$ cat config.mk
export PLATFORM = sky130hd
export DESIGN_NAME = gpu_rect_fill
export DESIGN_NICKNAME = d
export VERILOG_FILES = /design/src/rtl/gpu_rect_fill.sv
export SDC_FILE = /design/constraint.sdc
export NUM_CORES = 1
export LEC_CHECK = 0
export CELL_PAD_IN_SITES_DETAIL_PLACEMENT = 0
export CELL_PAD_IN_SITES_GLOBAL_PLACEMENT = 1
export CORE_MARGIN = 2
export CORE_UTILIZATION = 49
export CTS_BUF_LIST = sky130_fd_sc_hd__clkbuf_4 sky130_fd_sc_hd__clkbuf_8
export DETAILED_ROUTE_END_ITERATION = 7
export GPL_TIMING_DRIVEN = 0
export MAX_ROUTING_LAYER = met4
export PLACE_DENSITY = 0.88
export SYNTH_ARGS = -nofsm -noshare
export SYNTH_HDL_FRONTEND = slang
export SYNTH_SLANG_ARGS = --single-unit
$ cat constraint.sdc
create_clock -name clk -period 4.85 [get_ports clk]
set_input_delay 0.97 -clock clk [delete_from_list [all_inputs] [get_ports clk]]
set_output_delay 0.97 -clock clk [all_outputs]
set_load 0.02 [all_outputs]
$ cat src/rtl/gpu_rect_fill.sv
// Rectangle-fill engine: clips a latched rectangle to the framebuffer and streams
// one VRAM write per pixel, honouring vram_ready_i backpressure and abort_i.
module gpu_rect_fill #(
  parameter int FB_W    = 80,
  parameter int FB_H    = 60,
  parameter int COORD_W = 8,
  parameter int ADDR_W  = 16,
  parameter int DATA_W  = 12
) (
  input  logic               clk,
  input  logic               RST_N,
  input  logic               start_i,
  input  logic               abort_i,
  input  logic [COORD_W-1:0] x0_i,
  input  logic [COORD_W-1:0] y0_i,
  input  logic [COORD_W-1:0] w_i,
  input  logic [COORD_W-1:0] h_i,
  input  logic [DATA_W-1:0]  color_i,
  input  logic               vram_ready_i,
  output logic               vram_we_o,
  output logic [ADDR_W-1:0]  vram_addr_o,
  output logic [DATA_W-1:0]  vram_data_o,
  output logic               busy_o,
  output logic               done_o
);

  typedef enum logic [1:0] {IDLE, SETUP, FILL, DONE} state_t;

  state_t              state, state_nxt;
  logic [COORD_W-1:0]  x0_q, y0_q, w_q, h_q;
  logic [COORD_W-1:0]  cw_q, ch_q, col_q, row_q;
  logic [DATA_W-1:0]   color_q;
  logic [ADDR_W-1:0]   addr_q;
  logic [COORD_W-1:0]  cw_s, ch_s;
  logic [ADDR_W-1:0]   base_s;
  logic                xfer, last_col, last_row;

  // Visible run length along one axis: zero when the origin is off-screen,
  // otherwise the requested length saturated at the framebuffer edge.
  function automatic logic [COORD_W-1:0] clip_len(input logic [COORD_W-1:0] org,
                                                  input logic [COORD_W-1:0] len,
                                                  input logic [31:0]        lim);
    logic [31:0] room;
    if (32'(org) >= lim) return '0;
    room = lim - 32'(org);
    if (32'(len) < room) return len;
    return COORD_W'(room);
  endfunction

  assign cw_s     = clip_len(x0_q, w_q, 32'(FB_W));
  assign ch_s     = clip_len(y0_q, h_q, 32'(FB_H));
  assign base_s   = ADDR_W'(32'(y0_q) * 32'(FB_W) + 32'(x0_q));
  assign xfer     = (state == FILL) && vram_ready_i;
  assign last_col = (col_q == cw_q - COORD_W'(1));
  assign last_row = (row_q == ch_q - COORD_W'(1));

  assign vram_addr_o = addr_q;
  assign vram_data_o = color_q;

  always_ff @(posedge clk or negedge RST_N) begin
    if (!RST_N) state <= IDLE;
    else        state <= state_nxt;
  end

  always_comb begin
    state_nxt = state;
    vram_we_o = 1'b0;
    done_o    = 1'b0;
    busy_o    = 1'b1;
    case (state)
      IDLE: begin
        busy_o = 1'b0;
        if (start_i) state_nxt = SETUP;
      end
      SETUP: begin
        if (abort_i || cw_s == '0 || ch_s == '0) state_nxt = DONE;
        else                                     state_nxt = FILL;
      end
      FILL: begin
        vram_we_o = 1'b1;
        if (abort_i || (xfer && last_col && last_row)) state_nxt = DONE;
      end
      DONE: begin
        done_o    = 1'b1;
        state_nxt = IDLE;
      end
      default: state_nxt = IDLE;
    endcase
  end

  always_ff @(posedge clk or negedge RST_N) begin
    if (!RST_N) begin
      x0_q    <= '0;
      y0_q    <= '0;
      w_q     <= '0;
      h_q     <= '0;
      color_q <= '0;
      cw_q    <= '0;
      ch_q    <= '0;
      col_q   <= '0;
      row_q   <= '0;
      addr_q  <= '0;
    end else begin
      if (state == IDLE && start_i) begin
        x0_q    <= x0_i;
        y0_q    <= y0_i;
        w_q     <= w_i;
        h_q     <= h_i;
        color_q <= color_i;
      end
      if (state == SETUP) begin
        cw_q   <= cw_s;
        ch_q   <= ch_s;
        col_q  <= '0;
        row_q  <= '0;
        addr_q <= base_s;
      end
      // Row wrap rewinds to the rectangle's left edge on the next scanline.
      if (xfer) begin
        if (!last_col) begin
          col_q  <= col_q + COORD_W'(1);
          addr_q <= addr_q + ADDR_W'(1);
        end else if (!last_row) begin
          col_q  <= '0;
          row_q  <= row_q + COORD_W'(1);
          addr_q <= addr_q + ADDR_W'(FB_W) - ADDR_W'(cw_q) + ADDR_W'(1);
        end
      end
    end
  end

endmodule

-- After elaboration in Yosys (flattened, before gate mapping)
Index checks and enable logic that the tools add are counted.
- logic and storage cells: 78
- output and inout port bits: 31
- register bits after elaboration: 94
- input port bits: 49
- eq/ne operators: 7
- reduce and logical (&&, ||, !) cells: 11
- $add $sub $neg: 11
- multiply operators: 1
- order comparisons: 4
- mux-type cells: 33
- operators with widths (cell ; count):
    8-bit 2-to-1 mux ; 16
    8-bit by 32-bit < comparator with 1-bit output ; 2
    16-bit 2-to-1 mux ; 4
    16-bit by 1-bit adder with 16-bit output (second input constant) ; 2
    15-bit by 8-bit adder with 16-bit output ; 1
    16-bit by 7-bit adder with 16-bit output (second input constant) ; 1
    8-bit by 1-bit adder with 8-bit output (second input constant) ; 2
    8-bit == test ; 2
    8-bit zero test ; 2
    16-bit by 8-bit subtractor with 16-bit output ; 1
    8-bit by 1-bit subtractor with 8-bit output (second input constant) ; 2
    8-bit by 3-bit multiplier with 11-bit output (second input constant) ; 1
    1-bit 2-to-1 mux ; 10
    6-bit by 8-bit subtractor with 9-bit output (first input constant) ; 1
    7-bit by 8-bit subtractor with 9-bit output (first input constant) ; 1
    8-bit by 6-bit >= comparator with 1-bit output (second input constant) ; 1
    8-bit by 7-bit >= comparator with 1-bit output (second input constant) ; 1
    2-bit case mux with 4 select lines ; 1
    2-bit == test (second input constant) ; 2
    1-bit logical AND ; 4
    2-bit 2-to-1 mux ; 2
    1-bit logical OR ; 3
    2-bit by 1-bit == test with 1-bit output (second input constant) ; 1
    2-bit zero test ; 1
    other kinds (3) ; 3

-- Longest topological paths before layout
- word-level depth: 11
- gate-level depth with buffers: 14
- depth with buffers taken out: 14

-- Worst setup path before layout
No wires, ideal clock.
- kind: register to register
- start: register y0_q[0]
- end: register state[0]
- period minus slack after synthesis: 3.326 ns
- library setup time: 0.145 ns
- slack: 1.524 ns
- data arrival time: 3.181 ns
- cell stages (with the launch flop): 15
- path through: dfrtp_1 inv_1 ha_1 nor2_1 xnor2_1 inv_1 ha_1 a21o_1 a221o_1 a41oi_1 nor4b_2 nor4_1 o311a_1 o41ai_1 a32oi_1
- cells in the longest elaborated chain, start to end: 10
- elaborated cells between the ends (all ways): 13
- classes of those cells: add/sub: 1; order compare: 2; mux: 8; reduce/logical: 2
- ends and longest elaborated chain (element ; line ; source):
    from (decl) ; 30 ; logic [COORD_W-1:0] x0_q, y0_q, w_q, h_q;
    from (signal assigned) ; 106 ; y0_q <= y0_i;
    6-bit by 8-bit subtractor with 9-bit output ; 45 ; room = lim - 32'(org);
    8-bit by 32-bit < comparator with 1-bit output ; 46 ; if (32'(len) < room) return len;
    1-bit 2-to-1 mux ; 46 ;
    1-bit 2-to-1 mux ; 45 ;
    8-bit 2-to-1 mux ; 47 ; return COORD_W'(room);
    8-bit 2-to-1 mux * ; 45 ;
    8-bit zero test * ; 76 ; if (abort_i || cw_s == '0 || ch_s == '0) state_nxt = DONE;
    1-bit logical OR * ; 76 ;
    1-bit 2-to-1 mux * ; 76 ;
    2-bit case mux with 4 select lines * ; 70 ; case (state)
    to (signal assigned) ; 62 ; else state <= state_nxt;
    to (decl) ; 29 ; state_t state, state_nxt;
Mark *: on every way between the ends. The rest lies on a longest branch, timed or not. The select of a mux whose other input is x is not followed.
A chain may end at the register's enable or synchronous reset.

-- Worst setup path in the final report
Same ends and word-level chain as after synthesis.

==> summary.txt <==
utilization after layout = 58.9%
Initial DRT Pass Iterations = 7
total number of vias = 5,910
CP Max Fanout = 10
synth top area cells = dfrtp_1 34%, ha_1 13%, mux2_2 7.1%, xnor2_1 4.4%, o21ai_0 3.9%
Clk pwr share = 7.7%
Seq/Total Area, Yosys = 33.6%
ANT nets after route = 0
minimum clock period = 3930 ps
Hold WS = 517 ps
register area = 2350 µm²
Final nets = 956
vias in the first global route = 5,921
DRC Markers = 0
largest stage delay on the critical path = 840 ps
floorplan die width = 123 µm
# resized after CTS = 0
Logic pwr share = 67.9%
Yosys top cell by area = dfrtp_1
initial antenna violation count = 0
number of buffers and inverters on the critical path = 2
clk slew on worst S/H paths = 90 ps
Critical path origin = y0_q[0]$_DFFE_PN0P_
Die Area = 15,200 µm²
Synth Register Bits = 94
CORE AREA = 13,900 µm²
worst path cell trace = inv_1 > ha_1 > nor2_1 > xnor2_1 > inv_1 > ha_1 > a21o_1 > a221o_1 > a41oi_1 > nor4b_2 > o221ai_1 > o311a_1 > o41ai_1 > a32oi_1
Layout area overhead = 17.3%
GP Congestion = 0.912
Final Power = 6350 µW
DP HPWL = 13,700 µm
most frequent cells in the layout = 94 x dfrtp_1, 78 x clkdlybuf4s50_1, 70 x ha_1
pin count of the biggest net entering global routing = 51
Distinct cells, synth = 71
Max Fclk = 255 MHz
Max Slew Vio Count = 0
Iter 0 DRT Violations = 321
Net Sw Frac = 48.3%
Worst Clk Skew = 8.96 ps
crit end category = flip-flop
worst hold path class = reg -> reg
Switch Pwr = 3060 µW
sequential share of power = 24.4%
CTS Buf Count = 9
die height = 123 µm
syn nets = 865
H-Tree Depth = 3
relative max-transition margin = 37.7%
CTS tree = yes
Final Hold Fails = 0
DRT Wirelength = 17,600 µm
yosys warns = 0
worst path arrival time = 4180 ps
Post-CTS Setup Inserts = 0
Internal = 3280 µW
Total GRT Usage = 25.3%
VDD IR max = 0.395 mV
Sink Count = 94
cts hold-fix bufs = 0
Slowest-stage cell, CP = nor4b_2
Worst-Margin Slew = 932 ps
Mapped Cells = 743
PwrDens = 774 nW/µm²
CTS Root Cell = clkbuf_8
share of synthesized registers carrying an async set or reset = 100%
fin crit share = 81.0%
Boundary Pins = 80
Clock Path Buffers = 2
kind of cell adding the most delay to the critical path = compound AO/OA/AOI/OAI gates
routed vias/inst = 5.81
total gr overflow = 0
maximum capacitance violations = 0
Hold Startpoint = vram_data_o[5]$_DFFE_PN0P_
fillers = 1,227
kind of critical path = reg -> reg
Worst-Skew Late Latency = 380 ps
Final setup violation count = 0
status = finished, final reports clean
leakage = 0.00361 µW
Critical Path Start Type = flip-flop
Syn Area/Cell = 9.41 µm²
Routed wire per std cell = 17.3 µm
layout cells sized above 1 = 9.90%
CP required = 5100 ps
first-pass GRT wire length = 29,200 µm
Post-synth EDFFs = 0
RR Startpoint = y0_q[0]$_DFFE_PN0P_
Starting Density = 50.2%
IO buf count = 79
commonest non-fill, non-tap cell in the layout = dfrtp_1
multi-input logic area = 4330 µm²
RSZ-0062 raised after global routing = no
Primary FF master, synth = dfrtp_1
Cell Rows = 43
ANT cells = 0
Mapped Area = 6990 µm²
share of the synthesized area in the top cell type = 33.6%
==> power groups by stage <==
stage | Combinational [µW] | Sequential, µW | Clock (µW)
after detailed placement | 4260 | 1550 | 0
after CTS | 4290 | 1540 | 498
after global placement | 4110 | 1530 | 0
final | 4310 | 1550 | 491
after floorplan | 3080 | 1550 | 0
after global routing | 4800 | 1610 | 535
==> cells in the mapped netlist, drive strengths merged, types with 14 or more instances <==
library cell	count
clkbuf	17
mux2	44
a21oi	26
xnor2	35
ha	70
nand2	46
xor2	21
o21ai	58
o22ai	14
nand3	25
mux2i	19
nor2	49
inv	52
dfrtp	94
nor3	18
==> worst reg2reg max path, delay by kind of cell, from the launching register on <==
| family | cells | cell delay (ps) |
|---|---|---|
| AOI/OAI and AO/OA | 7 | 1360 |
| xor gates and xnor gates | 1 | 160 |
| adders and majority gates | 2 | 560 |
| buffers and inverters | 2 | 180 |
| DFF | 1 | 550 |
| and+or+nand+nor | 2 | 980 |
==> layer usage <==
| layer | part of all wire (%) | up-vias | global-route usage (%) |
|---|---|---|---|
| met2 | 47 | 145 | 40.8 |
| met3 | 3.6 | 25 | 2.91 |
| li1 | - | 2888 | - |
| met1 | 48 | 2852 | 33.4 |
| met4 | 1.6 | 0 | 8.38 |
| met5 | 0 | - | - |
==> final cells by class <==
cell class                 count  share of cell area [%]
multi-input combinational    574                    52.8
sequential                    94                    28.7
timing repair buffer          80                    9.95
tap                          180                    2.75
inverter                      52                    2.38
clock buffer                  11                    1.77
buffer                        23                    1.36
clock inverter                 4                   0.290
==> final timing paths <==
check / endpoint / slack (ps) / cells after the start
worst max-delay path: state[0]$_DFFE_PN0P_ / 920 / 14
worst min-delay path: vram_data_o[5]$_DFFE_PN0P_ / 520 / 1
worst max register to register: state[0]$_DFFE_PN0P_ / 920 / 14
worst min register to register: vram_data_o[5]$_DFFE_PN0P_ / 520 / 1
max in group asynchronous: ch_q[0]$_DFFE_PN0P_ / 3580 / 2
min in group asynchronous: w_q[2]$_DFFE_PN0P_ / 600 / 1
==> sequential cells by signal (all words and copies together), names as in the netlist <==
register,cells
vram_addr_o,16
cw_q,8
ch_q,8
w_q,8
col_q,8
row_q,8
y0_q,8
x0_q,8
vram_data_o,12
h_q,8
state,2
==> cells by family after synthesis <==
family                     count (synthesis)  synth area share, %
AOI/OAI and AO/OA                        182                 17.2
xor gates and xnor gates                  56                 7.01
adders and majority gates                 73                 13.4
buffers and inverters                     75                 4.38
DFF                                       94                 33.6
muxes                                     63                 9.81
and+or+nand+nor                          200                 14.6
==> stage by stage <==
| stage | instance area [µm²] | cells | setup slack, ps | setup TNS [ps] |
|---|---|---|---|---|
| global placement | 8010 | 1002 | -660 | -61640 |
| floorplan | 6990 | 743 | 1520 | 0 |
| finish | 8200 | 1018 | 923 | 0 |
| global route | 8200 | 1018 | 647 | 0 |
| CTS | 8200 | 1018 | 924 | 0 |
| detailed placement | 8030 | 1003 | 949 | 0 |
(Power assumes the default switching activity.)
